--- src/rtl/game_pkg.sv ---
// Shared game constants: screen geometry, direction bit indices, probe FSM
// states and the row*40+col tile index helper.
package game_pkg;

    localparam int DIR_DOWN  = 0;
    localparam int DIR_UP    = 1;
    localparam int DIR_RIGHT = 2;
    localparam int DIR_LEFT  = 3;

    localparam logic signed [10:0] SCREEN_W   = 11'sd640;
    localparam logic signed [10:0] SCREEN_H   = 11'sd480;
    localparam int                 TILE_SHIFT = 4;

    typedef enum logic [1:0] {
        IDLE  = 2'd0,
        PROBE = 2'd1,
        DRAIN = 2'd2,
        DONE  = 2'd3
    } state_e;

    // A 40-column map lets row*40 be built from two shifts and an add.
    function automatic logic [10:0] tile_index(input logic [10:0] row, input logic [10:0] col);
        return (row << 5) + (row << 3) + col;
    endfunction

endpackage

--- src/rtl/probe_point_gen.sv ---
// Combinational probe-point generator: maps probe index k and the latched
// character position to a map tile address plus an out-of-screen flag.
module probe_point_gen
    import game_pkg::*;
#(
    parameter int CHAR_W   = 16,
    parameter int CHAR_H   = 16,
    parameter int MAP_COLS = 40,
    parameter int MAP_ROWS = 30
) (
    input  logic [2:0]  k_i,
    input  logic [9:0]  px_i,
    input  logic [8:0]  py_i,
    output logic [10:0] addr_o,
    output logic        oob_o
);

    localparam logic signed [10:0] CW = 11'(CHAR_W);
    localparam logic signed [10:0] CH = 11'(CHAR_H);
    localparam int MAP_W = MAP_COLS << TILE_SHIFT;
    localparam int MAP_H = MAP_ROWS << TILE_SHIFT;
    // The probe area is whichever of the map and the screen is smaller.
    localparam logic signed [10:0] X_LIM = 11'((MAP_W < int'(SCREEN_W)) ? MAP_W : int'(SCREEN_W));
    localparam logic signed [10:0] Y_LIM = 11'((MAP_H < int'(SCREEN_H)) ? MAP_H : int'(SCREEN_H));

    logic signed [10:0] x0_s;
    logic signed [10:0] y0_s;
    logic signed [10:0] x_s;
    logic signed [10:0] y_s;
    logic [10:0]        col_s;
    logic [10:0]        row_s;

    // Select the edge point for probe k, then convert it to a tile address.
    always_comb begin
        x0_s = $signed({1'b0, px_i});
        y0_s = $signed({2'b00, py_i});
        x_s  = x0_s;
        y_s  = y0_s;
        case (k_i)
            3'd0:    begin x_s = x0_s;              y_s = y0_s + CH;          end
            3'd1:    begin x_s = x0_s + CW - 11'sd1; y_s = y0_s + CH;          end
            3'd2:    begin x_s = x0_s;              y_s = y0_s - 11'sd1;      end
            3'd3:    begin x_s = x0_s + CW - 11'sd1; y_s = y0_s - 11'sd1;      end
            3'd4:    begin x_s = x0_s + CW;         y_s = y0_s;               end
            3'd5:    begin x_s = x0_s + CW;         y_s = y0_s + CH - 11'sd1; end
            3'd6:    begin x_s = x0_s - 11'sd1;     y_s = y0_s;               end
            3'd7:    begin x_s = x0_s - 11'sd1;     y_s = y0_s + CH - 11'sd1; end
            default: begin x_s = x0_s;              y_s = y0_s;               end
        endcase
        col_s  = 11'(x_s >>> TILE_SHIFT);
        row_s  = 11'(y_s >>> TILE_SHIFT);
        oob_o  = x_s[10] | y_s[10] | (x_s >= X_LIM) | (y_s >= Y_LIM);
        if (oob_o) begin
            addr_o = 11'd0;
        end else begin
            addr_o = tile_index(row_s, col_s);
        end
    end

endmodule

--- src/rtl/collision_probe.sv ---
// Per-frame collision probe: sweeps 8 edge points through a 1-cycle map ROM
// and reports a down/up/right/left blocked vector. Define OOB_SOLID_EN to
// treat off-screen probes as solid.
module collision_probe
    import game_pkg::*;
#(
    parameter int CHAR_W   = 16,
    parameter int CHAR_H   = 16,
    parameter int MAP_COLS = 40,
    parameter int MAP_ROWS = 30
) (
    input  logic        clk,
    input  logic        rst,
    input  logic        start,
    input  logic [9:0]  current_x,
    input  logic [8:0]  current_y,
    output logic [10:0] map_addr,
    input  logic        map_data,
    output logic [3:0]  collision_state,
    output logic        busy,
    output logic        done
);

`ifdef OOB_SOLID_EN
    localparam logic OOB_HIT = 1'b1;
`else
    localparam logic OOB_HIT = 1'b0;
`endif

    state_e      state_q, state_d;
    logic [2:0]  k_q, k_d;
    logic [9:0]  px_q, px_d;
    logic [8:0]  py_q, py_d;
    logic [10:0] addr_q, addr_d;
    logic        oob_q, oob_d;
    logic        pend_valid_q, pend_valid_d;
    logic [1:0]  pend_dir_q, pend_dir_d;
    logic        pend_oob_q, pend_oob_d;
    logic [3:0]  acc_q, acc_d;
    logic [3:0]  cs_q, cs_d;
    logic        busy_q, busy_d;
    logic        done_q, done_d;

    logic [2:0]  gen_k_s;
    logic [9:0]  gen_px_s;
    logic [8:0]  gen_py_s;
    logic [10:0] gen_addr_s;
    logic        gen_oob_s;
    logic        hit_s;
    logic [3:0]  acc_upd_s;

    // Addresses are registered, so the generator looks one probe ahead and,
    // while idle, works straight from the live position for probe 0.
    always_comb begin
        if (state_q == IDLE) begin
            gen_k_s  = 3'd0;
            gen_px_s = current_x;
            gen_py_s = current_y;
        end else begin
            gen_k_s  = 3'(k_q + 3'd1);
            gen_px_s = px_q;
            gen_py_s = py_q;
        end
    end

    probe_point_gen #(
        .CHAR_W   (CHAR_W),
        .CHAR_H   (CHAR_H),
        .MAP_COLS (MAP_COLS),
        .MAP_ROWS (MAP_ROWS)
    ) u_gen (
        .k_i    (gen_k_s),
        .px_i   (gen_px_s),
        .py_i   (gen_py_s),
        .addr_o (gen_addr_s),
        .oob_o  (gen_oob_s)
    );

    // Next-state logic: sweep FSM plus folding of the returning tile flag.
    always_comb begin
        state_d      = state_q;
        k_d          = k_q;
        px_d         = px_q;
        py_d         = py_q;
        addr_d       = addr_q;
        oob_d        = oob_q;
        pend_valid_d = 1'b0;
        pend_dir_d   = pend_dir_q;
        pend_oob_d   = pend_oob_q;
        acc_d        = acc_q;
        cs_d         = cs_q;
        busy_d       = busy_q;
        done_d       = 1'b0;

        hit_s = pend_oob_q ? OOB_HIT : map_data;
        if (pend_valid_q && hit_s) begin
            acc_upd_s = acc_q | (4'b0001 << pend_dir_q);
        end else begin
            acc_upd_s = acc_q;
        end

        case (state_q)
            IDLE: begin
                if (start) begin
                    state_d = PROBE;
                    px_d    = current_x;
                    py_d    = current_y;
                    k_d     = 3'd0;
                    acc_d   = 4'b0000;
                    addr_d  = gen_addr_s;
                    oob_d   = gen_oob_s;
                    busy_d  = 1'b1;
                end else begin
                    state_d = IDLE;
                end
            end
            PROBE: begin
                pend_valid_d = 1'b1;
                pend_dir_d   = k_q[2:1];
                pend_oob_d   = oob_q;
                acc_d        = acc_upd_s;
                if (k_q == 3'd7) begin
                    state_d = DRAIN;
                    addr_d  = 11'd0;
                    oob_d   = 1'b0;
                end else begin
                    k_d    = 3'(k_q + 3'd1);
                    addr_d = gen_addr_s;
                    oob_d  = gen_oob_s;
                end
            end
            DRAIN: begin
                acc_d   = acc_upd_s;
                cs_d    = acc_upd_s;
                done_d  = 1'b1;
                state_d = DONE;
            end
            DONE: begin
                busy_d  = 1'b0;
                state_d = IDLE;
            end
            default: begin
                busy_d  = 1'b0;
                state_d = IDLE;
            end
        endcase
    end

    // State registers with synchronous reset; the character starts grounded.
    always_ff @(posedge clk) begin
        if (rst) begin
            state_q      <= IDLE;
            k_q          <= 3'd0;
            px_q         <= 10'd0;
            py_q         <= 9'd0;
            addr_q       <= 11'd0;
            oob_q        <= 1'b0;
            pend_valid_q <= 1'b0;
            pend_dir_q   <= 2'd0;
            pend_oob_q   <= 1'b0;
            acc_q        <= 4'b0000;
            cs_q         <= 4'b0001;
            busy_q       <= 1'b0;
            done_q       <= 1'b0;
        end else begin
            state_q      <= state_d;
            k_q          <= k_d;
            px_q         <= px_d;
            py_q         <= py_d;
            addr_q       <= addr_d;
            oob_q        <= oob_d;
            pend_valid_q <= pend_valid_d;
            pend_dir_q   <= pend_dir_d;
            pend_oob_q   <= pend_oob_d;
            acc_q        <= acc_d;
            cs_q         <= cs_d;
            busy_q       <= busy_d;
            done_q       <= done_d;
        end
    end

    assign map_addr        = addr_q;
    assign collision_state = cs_q;
    assign busy            = busy_q;
    assign done            = done_q;

endmodule

--- config.mk ---
export PLATFORM = sky130hd
export DESIGN_NAME = collision_probe
export DESIGN_NICKNAME = d
export VERILOG_FILES = /design/src/rtl/game_pkg.sv /design/src/rtl/probe_point_gen.sv /design/src/rtl/collision_probe.sv
export SDC_FILE = /design/constraint.sdc
export NUM_CORES = 1
export LEC_CHECK = 0
export ABC_AREA = 0
export CORE_MARGIN = 2
export CORE_UTILIZATION = 30
export DETAILED_ROUTE_END_ITERATION = 8
export DONT_BUFFER_PORTS = 1
export GPL_ROUTABILITY_DRIVEN = 0
export PLACE_DENSITY = 0.49
export RECOVER_POWER = 100
export SKIP_CTS_REPAIR_TIMING = 1
export SYNTH_ARGS = -nofsm -noshare
export SYNTH_HDL_FRONTEND = slang
export SYNTH_SLANG_ARGS = --single-unit
--- constraint.sdc ---
create_clock -name clk -period 5.61 [get_ports clk]
set_input_delay 1.122 -clock clk [delete_from_list [all_inputs] [get_ports clk]]
set_output_delay 1.122 -clock clk [all_outputs]
set_load 0.01 [all_outputs]
==> flow_summary.json <==
{
  "status": "finished clean",
  "avgRoutedWirePerCell_um": 15.3,
  "nFillCells": 1466,
  "p_sw_w": 0.00106,
  "layout.cell_area.non_filler_um2": 4300,
  "mostFrequentLayoutCell": "sky130_fd_sc_hd__nand2_1",
  "synthArstFlopShare": 0,
  "worstHoldPathCells": 2,
  "route.antenna.remaining_nets": 0,
  "type_of_origin_of_the_critical_path": "flop",
  "clock_power_share": 0.143,
  "clk_sink_count": 50,
  "power_density_nw_per_um2": 528,
  "synth_ff_type": "sky130_fd_sc_hd__dfxtp_1",
  "synth.avg_cell_area_um2": 8.21,
  "netlist-cell-type-count": 82,
  "crit_path_cell_trace": "inv_1 > ha_2 > buf_4 > nor2b_1 > a21oi_1 > inv_1 > ha_1 > nand4_1 > a21oi_1 > nor2_1 > nor3b_2 > xnor2_1 > o221ai_1 > fa_1 > inv_1 > ha_1 > a21o_1 > a21o_1 > a21o_1 > a21oi_1 > xnor2_1 > nand2_1 > o21ai_0",
  "drive_above_1_share": 0.106,
  "via_count": 3451,
  "critical_path_class": "reg -> reg",
  "static-leakage-power_nw": 1.67,
  "setup_slack_reg_to_reg_ps": 550,
  "die_height_um": 121,
  "start_util": 0.308,
  "hp-start": "px_q[9]",
  "seqPwrFrac": 0.226,
  "grt_overflow": 0,
  "die_area_um2": 14500,
  "setup.worst_path.end_class": "flop",
  "wire_length_of_the_first_global_routing_pass_um": 17000,
  "synthCells": 496,
  "grt_pass1_vias": 3260,
  "antenna_violations_before_repair": 0,
  "critPathSlowestCell": "sky130_fd_sc_hd__fa_1",
  "largest_net_degree_at_the_start_of_global_routing": 42,
  "min_period_ps": 5060,
  "worst-path-buf-inv": 4,
  "max-slew-margin-rel": 0.310,
  "final_wirelength_um": 10100,
  "power_switching_share": 0.467,
  "r2r.worst_path.cells": 23,
  "power.ir.vdd_worst_mv": 0.209,
  "setup_total_negative_slack_ps": 0,
  "worst-slew-pin-transition_ps": 1030,
  "timing.max_cap.violations": 0,
  "hold_violation_count_in_the_final_report": 0,
  "hold-path-endpoint": "px_q[9]",
  "place.port_buffers": 0,
  "die_width_um": 121,
  "final_cell_mix": "sky130_fd_sc_hd__nand2_1 (79), sky130_fd_sc_hd__dfxtp_1 (50), sky130_fd_sc_hd__a21oi_1 (44)",
  "delay_heaviest_family_cp": "adder cells",
  "worstReg2RegEnd": "map_addr[9]",
  "whs_ps": 447,
  "synthesis.nets": 547,
  "htree_num_levels": 2,
  "placeableCoreArea_um2": 13200,
  "dpl-instance-area_um2": 4180,
  "min_period_over_period": 0.902,
  "worstSkewPairLatency_ps": 300,
  "cts_max_path_buffers": 2,
  "synth-seq-area-share": 0.246,
  "drv_slew": 0,
  "detailedRoute.firstIterationViolations": 165,
  "grt_setup_unrepaired": "no",
  "max_freq_ghz": 0.198,
  "dpl.hpwl_um": 7890,
  "number_of_optimization_iterations_in_the_first_detailed_route_pass": 4,
  "tritoncts_clock_tree": "yes",
  "globalRouteTotalUtil": 0.144,
  "cp_slowest_stage_delay_ps": 590,
  "std_cell_rows": 42,
  "syn_area_um2": 4070,
  "numCtsBuffers": 5,
  "number_of_enable_flip_flop_cells_after_synthesis": 0,
  "ios": 40,
  "total_power_w": 0.00227,
  "num-nets-final": 532,
  "ys_ff_latch": 50,
  "synth-warning-count": 0,
  "hold_path.class": "reg -> reg",
  "cell_internal_pwr_w": 0.00121,
  "worst_clock_skew_ps": 6.77,
  "worstPathMaxFanout": 24,
  "diodes": 0,
  "timing.critical_path.required_ps": 5830,
  "crit_arrival_ps": 5290,
  "report.final.setup_viol": 0,
  "syn2layout_area_growth_pct": 5.50,
  "cts-root-buf": "sky130_fd_sc_hd__clkbuf_16",
  "worst_setup_hold_path_clk_slew_ps": 80,
  "comb_power_share": 0.631,
  "detail_route.drc_violations": 0,
  "r2r_start": "state_q[0]",
  "via_per_inst": 5.24
}
tightest hold or removal path, cell delays in order (launching register included):
cell                      delay, ps
sky130_fd_sc_hd__dfxtp_1        310
sky130_fd_sc_hd__nand2_1         50
sky130_fd_sc_hd__a21oi_1         50
through the flow:
stage / instances / worst slack [ps] / util
floorplan: 496 / 599 / -
global placement: 650 / 592 / 0.315
detailed placement: 650 / 558 / 0.315
CTS: 658 / 535 / 0.327
global route: 658 / 65.3 / 0.325
finish: 658 / 548 / 0.325
how the worst max path moves through the flow:
stage | from | endpoint | slack (ps) | depth (start not counted)
5_1_grt | state_q[0] | map_addr[10] | 70 | 23
3_5_place_dp | state_q[0] | map_addr[9] | 560 | 22
3_3_place_gp | state_q[0] | map_addr[9] | 590 | 22
6_report | state_q[0] | map_addr[9] | 550 | 23
4_1_cts | state_q[0] | map_addr[9] | 540 | 22
2_1_floorplan | state_q[0] | map_addr[10] | 600 | 26
flip-flops by register name, summed over array words and instances (netlist names), 2 cells and up:
name / count
acc_q: 4
collision_state: 4
k_q: 3
map_addr: 11
pend_dir_q: 2
px_q: 10
py_q: 9
state_q: 2
cell families after synthesis:
family / count (synthesis) / synth area share
compound gates: 126 / 0.219
xor+xnor: 18 / 0.0387
fa+ha+maj: 28 / 0.0971
buf+inv: 53 / 0.0648
flops: 50 / 0.246
mux: 24 / 0.0679
simple gates: 197 / 0.267
area by class of cell:
cell class | count | area (µm²) | area share
Multi-Input combinational cell | 393 | 2780 | 0.648
Sequential cell | 50 | 1000 | 0.233
Tap cell | 176 | 220 | 0.0512
Clock buffer | 5 | 125 | 0.0291
Inverter | 24 | 90.1 | 0.0210
Timing Repair Buffer | 7 | 48.8 | 0.0114
Clock inverter | 3 | 28.8 | 0.00670
cells in the mapped netlist, drive strengths merged, types with 9 or more instances:
cell    number  area [µm²]
o21ai       20         138
clkbuf      20        76.3
dfxtp       50        1000
a21o         9        67.6
buf          9        97.6
nand2       79         297
nand3       10        55.1
nor4         9        75.1
ha          22         275
mux2i       21         235
inv         24        90.1
a21oi       44         220
xnor2       13         114
nor2        28         113
nor3        11        65.1
power groups by stage:
| stage | Sequential [W] | Combinational [W] | Clock, W |
|---|---|---|---|
| after floorplan | 0.000497 | 0.00126 | 0 |
| after global placement | 0.000521 | 0.00146 | 0 |
| after detailed placement | 0.000525 | 0.00147 | 0 |
| after CTS | 0.000516 | 0.00148 | 0.000338 |
| after global routing | 0.000527 | 0.00162 | 0.000350 |
| final | 0.000513 | 0.00143 | 0.000323 |
layer usage:
metal  up-vias  GRT usage  part of all wire
met5         -          0                 0
met4         0     0.0414            0.0086
met3         5     0.0278             0.057
met2        86      0.228              0.45
met1      1619      0.200              0.48
li1       1741          -                 -
No activity file was read; power rests on OpenSTA's default activity.
